===== src/rtl/if_id_flush_reg.sv =====
// rtl/if_id_flush_reg.sv - IF/ID pipeline register with redirect kill window
module if_id_flush_reg #(
    parameter int unsigned XLEN        = 32,
    parameter logic [31:0] NOP_INST    = 32'h00000013,
    parameter int unsigned KILL_CYCLES = 2,
    parameter int unsigned CNT_W       = 3
) (
    input  logic            clk,
    input  logic            rst,
    input  logic [XLEN-1:0] ifid_in_pc,
    input  logic [31:0]     ifid_in_inst,
    input  logic            ifid_in_valid,
    input  logic            ifid_in_stall,
    input  logic            ifid_in_redirect,
    output logic [XLEN-1:0] ifid_out_pc,
    output logic [31:0]     ifid_out_inst,
    output logic            ifid_out_valid,
    output logic            ifid_out_bubble,
    output logic            ifid_out_kill_busy
);

    // The redirect slot is itself the first killed slot, so the counter holds the remainder.
    localparam logic [CNT_W-1:0] KILL_RELOAD = CNT_W'(KILL_CYCLES - 1);
    localparam logic [CNT_W-1:0] CNT_ONE     = CNT_W'(1);

    logic [XLEN-1:0]  pc_q,    pc_d;
    logic [31:0]      inst_q,  inst_d;
    logic             valid_q, valid_d;
    logic [CNT_W-1:0] cnt_q,   cnt_d;

    always_ff @(posedge clk or posedge rst) begin
        if (rst) begin
            pc_q    <= '0;
            inst_q  <= NOP_INST;
            valid_q <= 1'b0;
            cnt_q   <= '0;
        end else begin
            pc_q    <= pc_d;
            inst_q  <= inst_d;
            valid_q <= valid_d;
            cnt_q   <= cnt_d;
        end
    end

    always_comb begin
        pc_d    = pc_q;
        inst_d  = inst_q;
        valid_d = valid_q;
        cnt_d   = cnt_q;
        if (ifid_in_redirect) begin
            pc_d    = ifid_in_pc;
            inst_d  = NOP_INST;
            valid_d = 1'b0;
            cnt_d   = KILL_RELOAD;
        end else if (cnt_q != '0) begin
            // Killed slots are only consumed when ID actually advances.
            if (!ifid_in_stall) begin
                pc_d    = ifid_in_pc;
                inst_d  = NOP_INST;
                valid_d = 1'b0;
                cnt_d   = cnt_q - CNT_ONE;
            end
        end else if (!ifid_in_stall) begin
            pc_d    = ifid_in_pc;
            inst_d  = ifid_in_valid ? ifid_in_inst : NOP_INST;
            valid_d = ifid_in_valid;
        end
    end

    assign ifid_out_pc        = pc_q;
    assign ifid_out_inst      = inst_q;
    assign ifid_out_valid     = valid_q;
    assign ifid_out_bubble    = !valid_q;
    assign ifid_out_kill_busy = (cnt_q != '0);

endmodule


===== config.mk =====
export PLATFORM = sky130hd
export DESIGN_NAME = if_id_flush_reg
export DESIGN_NICKNAME = d
export VERILOG_FILES = /design/src/rtl/if_id_flush_reg.sv
export SDC_FILE = /design/constraint.sdc
export NUM_CORES = 1
export LEC_CHECK = 0
export BUFFER_PORTS_ARGS = -buffer_cell sky130_fd_sc_hd__buf_4
export CAP_MARGIN = 10
export CORE_ASPECT_RATIO = 1.2
export CORE_MARGIN = 1
export CORE_UTILIZATION = 25
export DETAILED_ROUTE_END_ITERATION = 10
export GPL_ROUTABILITY_DRIVEN = 0
export HOLD_SLACK_MARGIN = 0.12
export RECOVER_POWER = 50
export SLEW_MARGIN = 20
export SYNTH_ARGS = -nofsm -noshare
export SYNTH_HDL_FRONTEND = slang
export SYNTH_SLANG_ARGS = --single-unit

===== constraint.sdc =====
create_clock -name clk -period 2.7 [get_ports clk]
set_input_delay 0.135 -clock clk [delete_from_list [all_inputs] [get_ports clk]]
set_output_delay 0.135 -clock clk [all_outputs]
set_load 0.005 [all_outputs]

After elaboration in Yosys (flattened, before gate mapping)

Cells that the tools add are included.

Reductions and logical operators: 4
Equal/unequal tests: 1
Multiplexer cells: 14
Add/subtract/negate cells: 1

Operators by type and width:

| kind                                             | number |
|---|---|
| 2-to-1 mux 32 bit                                | 7 |
| 2-to-1 mux 3 bit                                 | 3 |
| 2-to-1 mux 1 bit                                 | 4 |
| nonzero test 3 bit                               | 1 |
| subtractor 3 x 1 -> 3 bit, second input constant | 1 |
| != test 2 x 1 -> 1 bit, second input constant    | 1 |
| AND reduction 2 bit                              | 1 |
| nonzero test 2 bit                               | 1 |
| zero test 1 bit                                  | 1 |

Bits of input ports: 69
Output and inout port bits: 67
Bits in registers: 68
Logic and storage cells: 24

Longest topological paths before layout

Depth in word-level cells: 4
Depth in mapped cells: 7
Mapped depth without buffers: 5

Worst setup path before layout

OpenSTA, ideal clock, no wires.

Path kind: register to register
Start point: reg cnt_q[0]
End point: reg cnt_q[0]
Data required time: 2.564 ns
Setup time: 0.136 ns
Stages on the path, launching flop included: 7
Path slack: 1.236 ns
Path buffers: 1
Arrival time: 1.327 ns
Clock period less this slack: 1.464 ns
Path through: dfrtp_1 inv_1 ha_1 ha_1 buf_2 nor3_1 or3b_2

Cells in the longest elaborated chain, start to end: 4
Elaborated cells on any way between the ends: 7
Those cells by class: add/sub (1); mux (3); reduce/logical (3)

RTL lines:

| what                      | RTL line | text |
|---|---|---|
| start: declaration        | 29       | `logic [CNT_W-1:0] cnt_q, cnt_d;` |
| start signal: assignment  | 41       | `cnt_q <= cnt_d;` |
| subtractor 3 x 1 -> 3 bit | 61       | `cnt_d = cnt_q - CNT_ONE;` |
| 2-to-1 mux 3 bit          | 57       | `if (!ifid_in_stall) begin` |
| 2-to-1 mux 3 bit          | 55       | `end else if (cnt_q != '0) begin` |
| 2-to-1 mux 3 bit          | 50       | `if (ifid_in_redirect) begin` |

Several ways; a longest one is shown, not always the timed one. The select of a mux whose other input is x is not followed.
A chain may end at the register's enable or synchronous reset.

Worst setup path after layout

Start point: reg cnt_q[0]
End point: reg inst_q[30], in the netlist ifid_out_inst[30]

Cells in the longest elaborated chain, start to end: 3

RTL lines:

| what                   | RTL line | text |
|---|---|---|
| nonzero test 3 bit     | 55       |  |
| 2-to-1 mux 32 bit      | 55       |  |
| 2-to-1 mux 32 bit      | 50       |  |
| end signal: assignment | 39       | `inst_q <= inst_d;` |
| end: declaration       | 27       | `logic [31:0] inst_q, inst_d;` |

No other way between the ends.

==> impl_results.md <==
- Outcome: finished, violations left
- Violated checks: capacitance limit, slew limit
- Global-route wire length before repair: 12,700 µm
- Final WL: 8350 µm
- # Post-CTS Setup Buffers: 0
- Seq cells post-synth: 68
- Main synth FF type: dfrtp_1
- Clk root buf: clkbuf_16
- Static leakage: 2.35 nW
- Initial antenna violation count: 0
- Unrepaired setup endpoints after global routing: no
- Met2 Use GR: 21.4%
- Die X-Extent: 103 µm
- Fmax: 497 MHz
- Critical Path Sink Type: flip-flop
- Met1 global-route usage: 15.8%
- Met3 Use GR: 4.80%
- Area Overhead vs Synth: 64.5%
- Core Region: 11,700 µm²
- Final ANT Viol Nets: 0
- Pwr dens: 534 nW/µm²
- Share of the synthesized area in the top cell type: 53.3%
- Vias: 2,561
- Final setup margin: 689 ps
- Post-synth net total: 311
- Clk_lat worst skew: 330 ps
- Hpwl dp: 4730 µm
- Worst Skew: 4.49 ps
- Max IR drop VDD: 0.361 mV
- Worst slack, placed: 740 ps
- Remaining DRCs: 0
- Max Cap Viol: 1
- CP Launch Point: cnt_q[0]
- Routed len/inst: 14.1 µm
- Ys Warns: 0
- Final-stage net count: 501
- DIE HEIGHT: 123 µm
- Num CTS Buffers: 9
- Pin count of the biggest net entering global routing: 74
- Ports: 136
- Cts repair resizes: 0
- Crit Path Class: flip-flop to flip-flop
- Min-Delay Startpoint: ifid_in_redirect
- Rel. slew slack: -11.9%
- Average vias per placed instance: 4.33
- Async set-reset flop share out of synthesis: 100%
- Starting Density: 26.0%
- Cells after Synth: 240
- Switching power: 629 µW
- Count of cell types in the netlist: 23
- Layout cells sized above 1: 41.8%
- Worst r2r src: cnt_q[0]
- Least-Margin Pin Slew: 1680 ps
- Worst Hold Class: input port to flip-flop
- All-Layer GR Usage: 13.1%
- Port bufs: 135
- Worst Setup Start Kind: flip-flop
- Largest area contributor in the netlist: dfrtp_1
- TritonCTS clock tree: yes
- Required @ worst endpoint: 2950 ps
- Post-synthesis cell area: 3050 µm²
- Setup TNS: 0 ps
- Tcrit/Tclk final: 74.5%
- # hold bufs at CTS: 65
- Crit-path max FO: 22
- Average size of a mapped cell: 12.7 µm²
- Cell Rows: 43
- Gate power share: 16.3%
- Final hold violations: 0
- Tmin final: 2010 ps
- Vias in the first global route: 2,592
- Diode count: 0
- DIE AREA: 12,700 µm²
- Sequential Power Share: 41.2%
- Share of total power in the clock network: 42.5%
- Htree depth: 3
- Cells taking the most area after synthesis: dfrtp_1, mux2_4, nand4b_1
- Critical Path AT: 2260 ps
- Number of synthesized flops with an enable pin: 0
- Drt first pass iters: 4
- Iteration-0 DRC Markers: 108
- Sw frac: 23.4%
- GRT busiest layer: met2
- Internal: 2.06 mW
- Final setup fails: 0
- Clk slew on worst S/H paths: 60 ps
- Clk sinks: 68
- GRT Residual Overflow: 0
- Fin. max-slew vios: 69
- CTS Buffer Depth: 2
- Seq/Total Area, Yosys: 55.9%
## critical path, stage by stage (launching register included)
cell	delay, ps
dfrtp_1	390
inv_1	60
ha_1	140
ha_1	650
buf_4	360
nand4b_1	160
a21oi_1	160
## registers in the layout (all words and copies together) (netlist names)
| register | flops |
|---|---|
| ifid_out_inst | 32 |
| ifid_out_pc | 32 |
| cnt_q | 3 |
| ifid_out_valid | 1 |
## routing by layer
layer,vias to the layer above,share of wire [%]
li1,1226,-
met1,1210,43
met2,113,48
met3,12,8.1
met4,0,1.3
met5,-,0
## layout make-up
type,count,area [µm²]
well taps,157,196
clock inverters,7,67.6
fillers,1100,6710
repair buffers,202,1650
multi-input cells,143,1160
flip-flops and latches,68,1710
inverters,6,22.5
clock buffers,9,225
## cell usage after synthesis (2+ instances only)
library cell,count
ha_1,2
nand2_1,30
buf_6,2
mux2_2,2
o21bai_1,3
nor2b_1,3
buf_2,7
nor4bb_1,3
or3_1,2
clkbuf_1,9
buf_12,3
inv_1,6
dfstp_2,3
o21ai_0,3
dfrtp_1,65
nand4b_1,29
mux2_4,30
buf_4,2
a21oi_1,32
## cell usage in the layout (no fill, tap or decap), types with 4 or more instances in the layout
cell,count
dlygate4sd3_1,65
mux2_4,30
clkinv_2,4
clkbuf_1,8
dfrtp_1,65
buf_4,102
clkbuf_4,26
clkbuf_16,9
inv_1,6
a21oi_1,32
nand2_1,30
nand4b_1,29
## final timing paths
kind                                           to  slack [ps]  depth (start not counted)
worst max-delay path            ifid_out_inst[30]         690                          6
worst min-delay path            ifid_out_inst[27]         250                          2
worst max register to register  ifid_out_inst[30]         690                          6
worst min register to register    ifid_out_pc[18]         510                          1
max in group asynchronous         ifid_out_pc[10]         730                          4
min in group asynchronous         ifid_out_pc[19]         950                          4
## logic make-up (layout without fill, tap and decap cells)
kind of cell	Yosys count	in the layout	synth area share (%)
buffers and inverters	29	224	6.19
adder cells (fa/ha/maj)	2	2	0.820
AND/OR/NAND/NOR	71	71	15.2
flip-flops	68	68	55.9
AO/OA/AOI/OAI	38	38	6.48
multiplexers	32	32	15.5
## stage by stage
| stage | hold slack, ps | util (%) | power (mW) | cell area, µm² | instances |
|---|---|---|---|---|---|
| after detailed placement | 256 | 35.2 | 1.50 | 4120 | 511 |
| after global routing | 258 | 42.8 | 2.83 | 5020 | 592 |
| after global placement | 246 | 35.2 | 1.49 | 4120 | 511 |
| after floorplan | 283 | - | 1.31 | 3050 | 240 |
| after CTS | 242 | 43.2 | 2.74 | 5070 | 592 |
| final | 248 | 42.8 | 2.68 | 5020 | 592 |
## power by group through the flow
stage	Sequential, mW	Combinational, mW	Clock (mW)
after global placement	1.12	0.370	0
after CTS	1.11	0.452	1.18
after floorplan	1.12	0.189	0
after global routing	1.11	0.480	1.24
after detailed placement	1.12	0.375	0
final	1.11	0.438	1.14
Note: power is estimated with default switching activity, not from simulation.
